==> src/rtl/alu_share_arbiter.sv <==
// alu_share_arbiter: arbitrates two requesters onto one external combinational ALU.
// A three-state FSM (IDLE -> EXEC -> RESP) keeps one op in flight. The op's opcode and
// operands are held in registers that drive the ALU. The ALU result is captured into
// the owning port's response registers.
module alu_share_arbiter #(
  parameter int WIDTH      = 32,
  parameter bit FIXED_PRIO = 1'b0
) (
  input  logic             clk,
  input  logic             rst,
  input  logic             req0_valid,
  output logic             req0_ready,
  input  logic [3:0]       req0_opcode,
  input  logic [WIDTH-1:0] req0_op1,
  input  logic [WIDTH-1:0] req0_op2,
  input  logic             req1_valid,
  output logic             req1_ready,
  input  logic [3:0]       req1_opcode,
  input  logic [WIDTH-1:0] req1_op1,
  input  logic [WIDTH-1:0] req1_op2,
  output logic             rsp0_valid,
  input  logic             rsp0_ready,
  output logic [WIDTH-1:0] rsp0_res,
  output logic             rsp0_zero,
  output logic             rsp1_valid,
  input  logic             rsp1_ready,
  output logic [WIDTH-1:0] rsp1_res,
  output logic             rsp1_zero,
  output logic [3:0]       alu_opcode,
  output logic [WIDTH-1:0] alu_op1,
  output logic [WIDTH-1:0] alu_op2,
  input  logic [WIDTH-1:0] alu_res,
  input  logic             alu_zero
);

  typedef enum logic [1:0] {
    ST_IDLE = 2'd0,
    ST_EXEC = 2'd1,
    ST_RESP = 2'd2
  } state_e;

  state_e           state_q, state_d;
  logic             owner_q, owner_d;   // port that owns the in-flight op
  logic             rr_q, rr_d;         // port that wins a tie (round-robin mode)
  logic [3:0]       opc_q, opc_d;
  logic [WIDTH-1:0] op1_q, op1_d;
  logic [WIDTH-1:0] op2_q, op2_d;
  logic             rsp0_valid_q, rsp0_valid_d;
  logic             rsp1_valid_q, rsp1_valid_d;
  logic [WIDTH-1:0] rsp0_res_q, rsp0_res_d;
  logic [WIDTH-1:0] rsp1_res_q, rsp1_res_d;
  logic             rsp0_zero_q, rsp0_zero_d;
  logic             rsp1_zero_q, rsp1_zero_d;
  logic             gnt0_s, gnt1_s;
  logic             prio_s;
  logic             owner_rsp_ready_s;

  // Fixed-priority mode pins the tie-winner to port 0; otherwise it follows the pointer.
  assign prio_s            = FIXED_PRIO ? 1'b0 : rr_q;
  assign owner_rsp_ready_s = owner_q ? rsp1_ready : rsp0_ready;

  // Next-state, grant and datapath-capture logic for the issue FSM.
  always_comb begin
    state_d      = state_q;
    owner_d      = owner_q;
    rr_d         = rr_q;
    opc_d        = opc_q;
    op1_d        = op1_q;
    op2_d        = op2_q;
    rsp0_valid_d = rsp0_valid_q;
    rsp1_valid_d = rsp1_valid_q;
    rsp0_res_d   = rsp0_res_q;
    rsp1_res_d   = rsp1_res_q;
    rsp0_zero_d  = rsp0_zero_q;
    rsp1_zero_d  = rsp1_zero_q;
    gnt0_s       = 1'b0;
    gnt1_s       = 1'b0;
    case (state_q)
      ST_IDLE: begin
        if (req0_valid && req1_valid) begin
          gnt0_s = ~prio_s;
          gnt1_s = prio_s;
        end else begin
          gnt0_s = req0_valid;
          gnt1_s = req1_valid;
        end
        if (gnt0_s) begin
          opc_d   = req0_opcode;
          op1_d   = req0_op1;
          op2_d   = req0_op2;
          owner_d = 1'b0;
          state_d = ST_EXEC;
        end else if (gnt1_s) begin
          opc_d   = req1_opcode;
          op1_d   = req1_op1;
          op2_d   = req1_op2;
          owner_d = 1'b1;
          state_d = ST_EXEC;
        end else begin
          state_d = ST_IDLE;
        end
      end
      ST_EXEC: begin
        // The ALU has had a full cycle on the registered operands; sample it now.
        if (owner_q) begin
          rsp1_res_d   = alu_res;
          rsp1_zero_d  = alu_zero;
          rsp1_valid_d = 1'b1;
        end else begin
          rsp0_res_d   = alu_res;
          rsp0_zero_d  = alu_zero;
          rsp0_valid_d = 1'b1;
        end
        state_d = ST_RESP;
      end
      ST_RESP: begin
        if (owner_rsp_ready_s) begin
          if (owner_q) begin
            rsp1_valid_d = 1'b0;
          end else begin
            rsp0_valid_d = 1'b0;
          end
          rr_d    = FIXED_PRIO ? rr_q : ~owner_q;
          state_d = ST_IDLE;
        end else begin
          state_d = ST_RESP;
        end
      end
      default: begin
        state_d = ST_IDLE;
      end
    endcase
  end

  // State, operand and response registers with synchronous reset.
  always_ff @(posedge clk) begin
    if (rst) begin
      state_q      <= ST_IDLE;
      owner_q      <= 1'b0;
      rr_q         <= 1'b0;
      opc_q        <= 4'd0;
      op1_q        <= {WIDTH{1'b0}};
      op2_q        <= {WIDTH{1'b0}};
      rsp0_valid_q <= 1'b0;
      rsp1_valid_q <= 1'b0;
      rsp0_res_q   <= {WIDTH{1'b0}};
      rsp1_res_q   <= {WIDTH{1'b0}};
      rsp0_zero_q  <= 1'b0;
      rsp1_zero_q  <= 1'b0;
    end else begin
      state_q      <= state_d;
      owner_q      <= owner_d;
      rr_q         <= rr_d;
      opc_q        <= opc_d;
      op1_q        <= op1_d;
      op2_q        <= op2_d;
      rsp0_valid_q <= rsp0_valid_d;
      rsp1_valid_q <= rsp1_valid_d;
      rsp0_res_q   <= rsp0_res_d;
      rsp1_res_q   <= rsp1_res_d;
      rsp0_zero_q  <= rsp0_zero_d;
      rsp1_zero_q  <= rsp1_zero_d;
    end
  end

  assign req0_ready = gnt0_s;
  assign req1_ready = gnt1_s;
  assign rsp0_valid = rsp0_valid_q;
  assign rsp1_valid = rsp1_valid_q;
  assign rsp0_res   = rsp0_res_q;
  assign rsp1_res   = rsp1_res_q;
  assign rsp0_zero  = rsp0_zero_q;
  assign rsp1_zero  = rsp1_zero_q;
  assign alu_opcode = opc_q;
  assign alu_op1    = op1_q;
  assign alu_op2    = op2_q;

endmodule

==> config.mk <==
export PLATFORM = sky130hd
export DESIGN_NAME = alu_share_arbiter
export DESIGN_NICKNAME = d
export VERILOG_FILES = /design/src/rtl/alu_share_arbiter.sv
export SDC_FILE = /design/constraint.sdc
export NUM_CORES = 1
export LEC_CHECK = 0
export ABC_AREA = 1
export CAP_MARGIN = 30
export CORE_ASPECT_RATIO = 0.6
export CORE_MARGIN = 4
export CORE_UTILIZATION = 41
export DETAILED_ROUTE_END_ITERATION = 7
export PLACE_DENSITY = 0.83
export SLEW_MARGIN = 5
export SYNTH_ARGS = -nofsm -noshare
export SYNTH_HDL_FRONTEND = slang
export SYNTH_SLANG_ARGS = --single-unit
==> constraint.sdc <==
create_clock -name clk -period 1.7 [get_ports clk]
set_clock_uncertainty 0.05 [all_clocks]
set_input_delay 0.425 -clock clk [delete_from_list [all_inputs] [get_ports clk]]
set_output_delay 0.425 -clock clk [all_outputs]
set_load 0.01 [all_outputs]
==> out/metrics.csv <==
metric;value;unit
status;finished, violations left;
violations;setup timing;
power.density;952;nW/µm²
via_count;6990;
synth_cell_types;15;
numPortBuffers;312;
clock_sinks;140;
relSlewSlack;63.0;%
dieArea;17800;µm²
total_leakage_power;5.10;nW
grt_usage;23.1;%
drt_iter0_markers;514;
slowest_stage;dfxtp_2;
end_kind;output port;
setup_slack;-0.000729;ns
clockRootBuffer;clkbuf_16;
hold_viol;0;
synth-seq-cells;140;
die_h;105;µm
synth.avg_cell_area;6.49;µm²
min_to;rsp1_res[13];
ant_nets;0;
pre_cts_ws;-0.579;ns
setup_viol;1;
rsz0062_at_grt;yes;
slowest_delay;0.33;ns
ff2ff_path_depth;8;
worstMarginPinSlew;0.555;ns
cp.required;1.22;ns
place_area;9760;µm²
cap_violations;0;
die_x;170;µm
ios;313;
grt_pass1_wl;33300;µm
gr-total-overflow;0;
cp_top_family;flip-flops;
dp_hpwl;15400;µm
core;15300;µm²
grt-busiest-layer;met2;
path_buf_inv;3;
drt_pass1_iterations;5;
htreeDepth;4;
path_class;reg -> out;
synth_warnings;0;
area_growth;59.4;%
drv_slew;0;
routed_via_density;4.68;
synthCells;990;
first_global_vias;6562;
syn_area;6420;µm²
yosysSeqAreaShare;43.6;%
rrSetupSlack;0.13;ns
hp-start;rsp1_res[13];
route.detailed.wl_per_inst;14.4;µm
grt_util_met3;8.28;%
grt_start_max_net_pins;70;
period_share;100;%
cts_tree;yes;
routabilityCongestion;0.839;
clk_pin_slew;0.06;ns
worstReg2RegStart;prio_s;
routed_wl;21500;µm
hold_path_depth;2;
clock_path_buffers;2;
drive_gt1_share;5.81;%
r2r-end;alu_op1[10];
final_area;10200;µm²
cp.arrival;1.23;ns
crit_path_frequent_cell;buf_6;
std_cell_rows;35;
crit_chain;nor2_4 -> buf_6 -> nand3_4 -> inv_2 -> buf_6;
antenna_found_initial;1;
total_power;9.75;mW
numCtsBuffers;17;
met1_usage;27.8;%
ir_worst_vdd;0.691;mV
initial_utilization;41.9;%
fin_nets;1452;
crit_path_start_kind;flop;
drc;0;
worstSkewPairLatency;0.40;ns
gr-usage-met2;39.6;%
fin_crit;1.70;ns
max_freq;588;MHz
holdCritPathClass;reg -> reg;
path_max_fanout;2;
synthesis.nets;1165;
-- placed cells by master (no fill, tap or decap), types with 6 or more instances in the layout --
cell type	count
dlygate4sd2_1	137
clkdlybuf4s50_1	172
inv_6	6
dfxtp_1	138
buf_12	8
inv_1	139
a21oi_1	71
buf_4	14
nand2_1	216
nand3_1	136
buf_6	6
o21ai_0	66
clkbuf_16	17
nor2_1	140
-- registers in the layout, summed over array words and instances (netlist names) --
name and cells:
state_q 2, rsp1_res 32, rsp0_valid 1, rsp1_valid 1
rsp0_res 32, prio_s 1, owner_q 1, alu_op2 32
rsp1_zero 1, alu_opcode 4, rsp0_zero 1, alu_op1 32
-- per-stage QoR --
stage / hold slack, ns / utilization, % / setup TNS [ns] / std cells
2_1_floorplan: 0.403 / - / 0 / 990
3_3_place_gp: 0.380 / 63.7 / -38.90 / 1457
3_5_place_dp: 0.383 / 63.7 / -38.88 / 1457
4_1_cts: 0.390 / 66.6 / -0.108 / 1492
5_1_grt: 0.406 / 66.8 / -0.133 / 1494
6_report: 0.388 / 66.8 / -0.000729 / 1494
-- area by class of cell --
class | count | area [µm²]
antenna | 1 | 2.50
sequential | 140 | 2810
clock buffer | 18 | 439
tap | 203 | 254
timing repair buffer | 339 | 3270
clock inverter | 14 | 145
multi-input combinational | 637 | 2790
inverter | 142 | 534
fill | 1369 | 5080
-- worst min-delay path, cell delays in order (launching register included) --
cell,delay (ns)
dfxtp_1,0.30
inv_1,0.04
a21oi_1,0.05
-- worst max-delay path by stage --
stage,end,from,depth (start not counted)
after floorplan,req1_ready,req0_valid,5
after global placement,alu_op2[24],req1_valid,7
after detailed placement,alu_opcode[3],req1_valid,7
after CTS,alu_opcode[3],state_q[1],7
after global routing,req1_ready,state_q[1],5
final,req1_ready,state_q[1],5
-- cell families (layout without fill, tap and decap cells) --
logic type | count (synthesis) | after routing | synth area share [%]
AO/OA/AOI/OAI | 137 | 137 | 10.7
buffers and inverters | 213 | 513 | 13.6
flip-flops | 140 | 140 | 43.6
other | 0 | 1 | 0
AND/OR/NAND/NOR | 500 | 500 | 32.1
-- synthesized netlist by cell type --
| cell type | number | area share [%] |
|---|---|---|
| a21oi_1 | 71 | 5.5 |
| buf_1 | 3 | 0.18 |
| buf_2 | 41 | 3.2 |
| buf_4 | 4 | 0.47 |
| buf_6 | 1 | 0.18 |
| clkbuf_1 | 22 | 1.3 |
| dfxtp_1 | 140 | 44 |
| inv_1 | 141 | 8.2 |
| inv_2 | 1 | 0.058 |
| nand2_1 | 216 | 13 |
| nand2_2 | 3 | 0.29 |
| nand3_1 | 140 | 11 |
| nor2_1 | 140 | 8.2 |
| nor2_2 | 1 | 0.097 |
| o21ai_0 | 66 | 5.1 |
-- report_power, final --
part	leakage, nW	total, mW	internal (mW)	switching, mW
registers	1.15	3.74	3.60	0.143
clock network	0.279	3.67	2.11	1.57
logic	3.67	2.33	1.12	1.21
total	5.10	9.75	6.82	2.92
-- routing by layer --
layer / vias to the layer above / routed length (µm)
li1: 3640 / -
met1: 3099 / 8990
met2: 231 / 10300
met3: 20 / 1890
met4: 0 / 311
met5: - / 0
-- timing repair --
| item | CTS | global route |
|---|---|---|
| hold buffers | 0 | 0 |
| endpoints found under the setup margin | 207 | 71 |
| buffers inserted | 3 | 1 |
| pin swaps | 1 | 1 |
| resized for setup | 152 | 8 |
No activity file was read; power rests on OpenSTA's default activity.
